### config.mk
export PLATFORM = sky130hd
export DESIGN_NAME = arith_unit_seq
export DESIGN_NICKNAME = d
export VERILOG_FILES = /design/src/rtl/arith_unit_seq.sv
export SDC_FILE = /design/constraint.sdc
export NUM_CORES = 1
export LEC_CHECK = 0
export CAP_MARGIN = 10
export CORE_UTILIZATION = 25
export CTS_CLUSTER_DIAMETER = 40
export DETAILED_ROUTE_END_ITERATION = 6
export HOLD_SLACK_MARGIN = 0.05
export SLEW_MARGIN = 5
export SYNTH_ARGS = -nofsm -noshare
export SYNTH_HDL_FRONTEND = slang
export SYNTH_SLANG_ARGS = --single-unit
### constraint.sdc
create_clock -name clk -period 4.43 [get_ports clk]
set_clock_uncertainty 0.15 [all_clocks]
set_input_delay 1.329 -clock clk [delete_from_list [all_inputs] [get_ports clk]]
set_output_delay 1.329 -clock clk [all_outputs]
set_load 0.02 [all_outputs]
### src/rtl/arith_unit_seq.sv
`timescale 1ns/1ps
// arith_unit_seq: registered WIDTH-bit arithmetic unit behind a valid/ready
// handshake. It returns a result plus NZVC flags and keeps a carry register
// (cst) so that ADC/SBC can chain multi-word arithmetic.
//
// Build option ARITH_MUL_EN: when defined, opcode 110 runs a WIDTH-cycle
// shift-add multiply. When undefined, no multiplier is built and opcode 110
// completes in one cycle with op_err set.
//
// Handshake: a request is accepted on a rising edge where in_valid && in_ready,
// capturing A, B and sel. A result is consumed on a rising edge where
// out_valid && out_ready. result/NZVC/op_err hold while out_valid && !out_ready.
// in_ready is combinational from state and out_ready only.
module arith_unit_seq #(
  parameter int WIDTH = 8
) (
  input  logic             clk,
  input  logic             rst,
  input  logic             in_valid,
  output logic             in_ready,
  input  logic [WIDTH-1:0] A,
  input  logic [WIDTH-1:0] B,
  input  logic [2:0]       sel,
  output logic             out_valid,
  input  logic             out_ready,
  output logic [WIDTH-1:0] result,
  output logic [3:0]       NZVC,
  output logic             op_err,
  output logic [1:0]       dbg_state
);

  localparam logic [2:0] OP_ADD = 3'b000;
  localparam logic [2:0] OP_INC = 3'b001;
  localparam logic [2:0] OP_SUB = 3'b010;
  localparam logic [2:0] OP_DEC = 3'b011;
  localparam logic [2:0] OP_ADC = 3'b100;
  localparam logic [2:0] OP_SBC = 3'b101;
  localparam logic [2:0] OP_MUL = 3'b110;
  localparam logic [2:0] OP_CMP = 3'b111;

  typedef enum logic [1:0] {
    S_IDLE = 2'd0,
`ifdef ARITH_MUL_EN
    S_MUL  = 2'd1,
`endif
    S_HOLD = 2'd2
  } state_t;

  state_t state;
  logic   cst;
  logic   accept;

  assign in_ready  = (state == S_IDLE) || ((state == S_HOLD) && out_ready);
  assign accept    = in_valid && in_ready;
  assign dbg_state = state;

  // Single-cycle datapath: every add/sub-type op is A + b_eff + cin.
  logic [WIDTH-1:0] b_eff;
  logic             cin;
  logic             inv_c;
  logic [WIDTH:0]   sum;
  logic             c_msb_in;
  logic [WIDTH-1:0] alu_res;
  logic [3:0]       alu_nzvc;

  // Select the effective B operand and carry-in for the requested opcode.
  always_comb begin
    b_eff = B;
    cin   = 1'b0;
    inv_c = 1'b0;
    case (sel)
      OP_ADD: begin
        b_eff = B;
      end
      OP_INC: begin
        b_eff = '0;
        cin   = 1'b1;
      end
      OP_SUB, OP_CMP: begin
        b_eff = ~B;
        cin   = 1'b1;
        inv_c = 1'b1;
      end
      OP_DEC: begin
        // A + all-ones is A - 1; carry out is the inverted borrow.
        b_eff = '1;
        inv_c = 1'b1;
      end
      OP_ADC: begin
        cin = cst;
      end
      OP_SBC: begin
        b_eff = ~B;
        cin   = ~cst;
        inv_c = 1'b1;
      end
      default: begin
        b_eff = B;
      end
    endcase
    sum      = {1'b0, A} + {1'b0, b_eff} + {{WIDTH{1'b0}}, cin};
    c_msb_in = A[WIDTH-1] ^ b_eff[WIDTH-1] ^ sum[WIDTH-1];
    alu_res  = (sel == OP_CMP) ? A : sum[WIDTH-1:0];
    alu_nzvc = {sum[WIDTH-1], (sum[WIDTH-1:0] == '0), c_msb_in ^ sum[WIDTH], sum[WIDTH] ^ inv_c};
  end

`ifdef ARITH_MUL_EN
  localparam int             CW       = $clog2(WIDTH);
  localparam logic [CW-1:0]  CNT_LAST = CW'(WIDTH - 1);

  logic [2*WIDTH-1:0] mul_acc;
  logic [2*WIDTH-1:0] mul_mcand;
  logic [WIDTH-1:0]   mul_mplier;
  logic [CW-1:0]      mul_cnt;
  logic [2*WIDTH-1:0] mul_acc_nxt;
  logic               mul_hi_nz;

  // One shift-add step: add the shifted multiplicand when the current B bit is set.
  assign mul_acc_nxt = mul_acc + (mul_mplier[0] ? mul_mcand : '0);
  assign mul_hi_nz   = |mul_acc_nxt[2*WIDTH-1:WIDTH];
`endif

  // Control FSM with registered result, flags and carry.
  always_ff @(posedge clk) begin
    if (rst) begin
      state     <= S_IDLE;
      out_valid <= 1'b0;
      result    <= '0;
      NZVC      <= 4'b0000;
      op_err    <= 1'b0;
      cst       <= 1'b0;
`ifdef ARITH_MUL_EN
      mul_acc    <= '0;
      mul_mcand  <= '0;
      mul_mplier <= '0;
      mul_cnt    <= '0;
`endif
    end else begin
      // Result consumed: go idle unless a new request overrides below.
      if ((state == S_HOLD) && out_ready) begin
        state     <= S_IDLE;
        out_valid <= 1'b0;
      end

`ifdef ARITH_MUL_EN
      if (state == S_MUL) begin
        mul_acc    <= mul_acc_nxt;
        mul_mcand  <= mul_mcand << 1;
        mul_mplier <= mul_mplier >> 1;
        mul_cnt    <= mul_cnt + 1'b1;
        if (mul_cnt == CNT_LAST) begin
          state     <= S_HOLD;
          out_valid <= 1'b1;
          result    <= mul_acc_nxt[WIDTH-1:0];
          NZVC      <= {mul_acc_nxt[WIDTH-1], (mul_acc_nxt[WIDTH-1:0] == '0), mul_hi_nz, mul_hi_nz};
          op_err    <= 1'b0;
          cst       <= mul_hi_nz;
        end
      end
`endif

      if (accept) begin
        if (sel == OP_MUL) begin
`ifdef ARITH_MUL_EN
          state      <= S_MUL;
          out_valid  <= 1'b0;
          mul_acc    <= '0;
          mul_mcand  <= {{WIDTH{1'b0}}, A};
          mul_mplier <= B;
          mul_cnt    <= '0;
`else
          // Unsupported opcode: flag the error, leave cst untouched.
          state     <= S_HOLD;
          out_valid <= 1'b1;
          result    <= '0;
          NZVC      <= 4'b0100;
          op_err    <= 1'b1;
`endif
        end else begin
          state     <= S_HOLD;
          out_valid <= 1'b1;
          result    <= alu_res;
          NZVC      <= alu_nzvc;
          op_err    <= 1'b0;
          cst       <= alu_nzvc[0];
        end
      end
    end
  end

endmodule

-- Yosys cells after proc, flatten, opt, wreduce, memory -nomap -nowiden
Cells that the tools add are included.
W data, S select, Z words.
- register bits after elaboration: 16
- add/subtract/negate cells: 2
- eq/ne operators: 7
- mux-type cells: 11
- bitwise operators: 7
- reduce and logical (&&, ||, !) cells: 10
- operators by type and width (cell ; number):
    $pmux W8 S3 ; 1
    $mux W8 ; 2
    $eq A3 B3 Y1 const B ; 4
    $add A8 B8 Y9 ; 1
    $add A9 B1 Y9 ; 1
    $logic_not A8 Y1 ; 1
    $not A8 Y8 ; 1
    $eq A3 B2 Y1 const B ; 2
    $reduce_or A3 Y1 ; 2
    $mux W1 ; 4
    $mux W2 ; 2
    $mux W4 ; 1
    $reduce_or A4 Y1 ; 1
    $xor A1 B1 Y1 ; 4
    $eq A3 B1 Y1 const B ; 1
    $pmux W1 S3 ; 1
    $logic_and A1 B1 Y1 ; 2
    $logic_not A2 Y1 ; 1
    $not A1 Y1 ; 2
    $reduce_and A2 Y1 ; 1
    $reduce_bool A2 Y1 ; 1
    $logic_or A1 B1 Y1 ; 1

-- Longest topological paths before layout
- depth after elaboration: 8
- mapped depth: 12

-- Least setup slack after synthesis
Ideal clock, no wire load.
- kind: in2reg
- from: input sel[0]
- to: register NZVC[2]
- arrival time: 3.611 ns
- required time: 4.164 ns
- path slack: 0.553 ns
- stages on the path: 11
- path through: buf_2 -> nor2_1 -> a221oi_1 -> fa_1 -> inv_1 -> fa_1 -> a21oi_1 -> o21ai_0 -> a211oi_1 -> a21oi_1 -> a31o_2
- longest elaborated chain between the ends: 7
- ends and longest elaborated chain (element ; line ; text):
    start: declaration ; 23 ; input logic [2:0] sel,
    $eq A3 B3 Y1 / $eq A3 B2 Y1 (equally long branches) ; 71 ; case (sel)
    $reduce_or A3 Y1 (no line) ; - ;
    $pmux W8 S3 ; 71 ;
    $add A8 B8 Y9 ; 101 ; sum = {1'b0, A} + {1'b0, b_eff} + {{WIDTH{1'b0}}, cin};
    $add A9 B1 Y9 ; 101 ;
    $logic_not A8 Y1 ; 104 ; alu_nzvc = {sum[WIDTH-1], (sum[WIDTH-1:0] == '0), c_msb_in ^ sum[WIDTH], sum[WIDTH] ^ inv_c};
    $mux W4 (*) ; 163 ; if (sel == OP_MUL) begin
    end signal: assignment ; 183 ; NZVC <= alu_nzvc;
    end: declaration ; 27 ; output logic [3:0] NZVC,
Every way passes the cells marked *; elsewhere a longest branch is shown, timed or not.
A chain may end at the register's enable or synchronous reset.

-- Final worst setup path
Same ends and word-level chain as after synthesis.

==> implementation parameters <==
Parameter                              Value

Clock network
  H-tree lvl count    1
  Total CTS buffers    3
  Post-CTS Setup Repair Bufs    0
  Quantity of hold-fixing buffers added after cts    0
  Number of clock sinks    15
  Buffer type at the clock tree root    clkbuf_8
  Post-CTS Resized    0
  Insertion delay to the later sink of the worst-skew pair    240 ps
  Clock transition at the registers of the reported paths    60 ps
  Max Buffers Root-to-Sink    2
  Clock tree from TritonCTS    yes

STA
  Final setup TNS    0 ps
  Remaining max-slew budget at the tightest pin    0.5258
  Min Clock Period, post-route    4222 ps
  Max Slew Vio Count    0
  Slew of the pin with the lowest slew margin    710.9 ps
  Worst hold margin    302.1 ps
  Count of final setup violators    0
  Share of the clock period used by the worst path after layout    0.9530
  RSZ-0062 raised after global routing    no
  Number of failing hold endpoints at the final stage    0
  Timing-limited maximum frequency    236.9 MHz

Layout
  Multi-input gate area in the final layout    942.2 um^2
  Fill cells    554
  Diodes inserted    0
  Proportion of layout cells with a drive suffix above 1    0.1019
  Sequential cell area in the final layout    300.3 um^2
  Area delta synth->final    38.53%
  Number of nets in the finished design    239

Drt
  Vias per Instance    4.793
  DR vias    1323
  Post-detailed-route count of antenna-violating nets    0
  DRC violations left    0
  Avg WL per Cell    12.42 um
  Number of DRC violations after detailed-routing iteration 0    80
  Detailed-route wire length    3428 um
  Initial DRT Pass Iterations    4

Die
  Initial core utilization    0.2594
  Overall die height    74.80 um
  Rows    26
  Core area    5107 um^2
  IO Count    40
  Die ar.    5595 um^2
  Width of the chip    74.80 um

Setup path
  Critical-path maximum fanout    5
  Nature of the critical path startpoint    input port
  Critical path type    in -> reg
  Critical path arrival    4210 ps
  Flop2flop setup slack    1640 ps
  Cell depth of the worst flop-to-flop path    11
  Worst reg2reg path startpoint    cst
  Origin of the worst setup path    sel[0]
  Reg-to-Reg End    NZVC[2]
  Data required time at the worst endpoint    4420 ps
  Timing endpoint of the critical path    NZVC[2]
  Endpoint kind of the worst setup timing path    flip-flop

Global route
  Largest net degree at the start of global routing    16
  Overflow after GRT    0
  Total GRT Usage    0.1308
  Antenna violations before repair    0
  Vias in the first global route    1236
  First-pass GRT wire length    5685 um

Yosys
  Part of the Yosys area used for sequential elements    0.2266
  Mapped Cells    165
  Cell area after synthesis    1325 um^2
  Avg Cell Area, Syn    8.030 um^2
  Top flip-flop cell by instance count after synthesis    dfxtp_1
  Async set-reset flop share out of synthesis    0
  Top cells by count, synth    18 x a21oi_1, 18 x nor2_1, 16 x nand2_1, 15 x dfxtp_1, 11 x xor2_1
  Synth Net Count    197
  Post-synth EDFFs    0
  Number of warnings reported in the yosys synthesis log    0
  Share of the synthesized area in the top cell type    0.2266
  Largest cells by area after synthesis    dfxtp_1 23%, xor2_1 7.3%, a21oi_1 6.8%
  Unique masters post-synth    42
  Register bit total from synthesis    15
  Dominant cell type by area after synthesis    dfxtp_1

Outcome
  Outcome    finished clean

Worst hold path
  Path class of the lowest-slack min-delay path    reg -> reg

Power and ir drop
  Power Internal    0.0003288 W
  Power share of the sequential group    0.303
  Part of the power in combinational logic    0.486
  Power density relative to cell area    280.6 nW/um^2
  Pwr Total    0.0005151 W
  P_sw    0.0001863 W
  Leakage power of the design    0.6978 nW
  Maximum ir drop on the vdd rail    0.00009068 V
  Switching share of power    0.3617
  Clock power share    0.211

Placed design
  Count of buffers from port buffering    38
  Placed wire-length estimate after detailed placement    2872 um
  Weighted congestion at the end of routability-driven global placement    0.8911

Job
  # Max-Cap Violations    0
-- per-layer routing --
layer / share of wire / vias up / track usage
met4: 0.0055 / 0 / 0.03774
met5: 0 / - / 0
met1: 0.49 / 605 / 0.1736
li1: - / 689 / -
met3: 0.038 / 2 / 0.01071
met2: 0.46 / 27 / 0.2262
-- power groups by stage --
stage                     Clock, W  Sequential [W]  Combinational (W)
after floorplan                  0        0.000174           0.000150
after global placement           0        0.000159           0.000249
after detailed placement         0        0.000159           0.000251
after CTS                 0.000112        0.000156           0.000251
after global routing      0.000117        0.000158           0.000277
final                     0.000109        0.000156           0.000250
-- layout make-up --
class                      count  share of cell area
sequential                    15              0.1636
inverter                       5             0.01022
multi-input combinational    136              0.5133
clock inverter                 1            0.002727
tap                           70             0.04772
timing repair buffer          46              0.2399
clock buffer                   3             0.02249
-- state kept, by name, indices dropped and copies added (netlist names) --
register / cells
out_valid: 1
op_err: 1
result: 8
NZVC: 4
cst: 1
-- worst max-delay path, stage by stage --
cell and delay, ps:
clkdlybuf4s50_1 500, xor2_1 200, a221oi_1 400, fa_1 260, inv_1 50, fa_1 390
a21oi_1 290, o21ai_0 140, a211oi_1 330, a21oi_1 80, a31o_2 250
-- through the flow --
stage / utilization / instance area [um^2] / setup WS (ps) / std cells
3_3_place_gp: 0.3503 / 1789 / 37.93 / 272
3_5_place_dp: 0.3503 / 1789 / -48.06 / 272
5_1_grt: 0.3594 / 1836 / 55.62 / 276
4_1_cts: 0.3594 / 1836 / 225.6 / 276
2_1_floorplan: - / 1325 / 552.6 / 165
6_report: 0.3594 / 1836 / 208.4 / 276
-- placed cells by master (no fill, tap or decap), types with 2 or more instances in the layout --
cell type / synthesis / final
a211oi_1: 5 / 5
a21oi_1: 18 / 18
a221o_1: 7 / 7
a311oi_1: 5 / 5
buf_4: 4 / 8
clkbuf_8: 0 / 3
clkdlybuf4s50_1: 0 / 38
dfxtp_1: 15 / 15
fa_1: 2 / 2
ha_1: 7 / 7
inv_1: 5 / 5
nand2_1: 16 / 16
nand2b_1: 3 / 3
nand3_1: 6 / 6
nor2_1: 18 / 18
nor3_1: 3 / 3
o21a_1: 3 / 3
o21ai_0: 8 / 8
or3_1: 2 / 2
xnor2_1: 3 / 3
xor2_1: 11 / 11
-- cells by family (layout without fill, tap and decap cells) --
kind of cell,after synthesis,in the layout,synth area share
AOI/OAI and AO/OA,59,59,0.3371
xor gates and xnor gates,14,14,0.09254
adders and majority gates,9,9,0.09632
buffers and inverters,14,55,0.06232
DFF,15,15,0.2266
muxes,1,1,0.007555
other,1,1,0.002830
and+or+nand+nor,52,52,0.1747
-- worst min path at each step --
stage | start | endpoint | slack, ps | cells past startpoint
floorplan | cst | cst | 330 | 2
global placement | op_err | op_err | 290 | 2
detailed placement | NZVC[3] | NZVC[3] | 300 | 2
CTS | NZVC[3] | NZVC[3] | 310 | 2
global route | op_err | op_err | 350 | 2
finish | NZVC[3] | NZVC[3] | 300 | 2
Note: power is estimated with default switching activity, not from simulation.
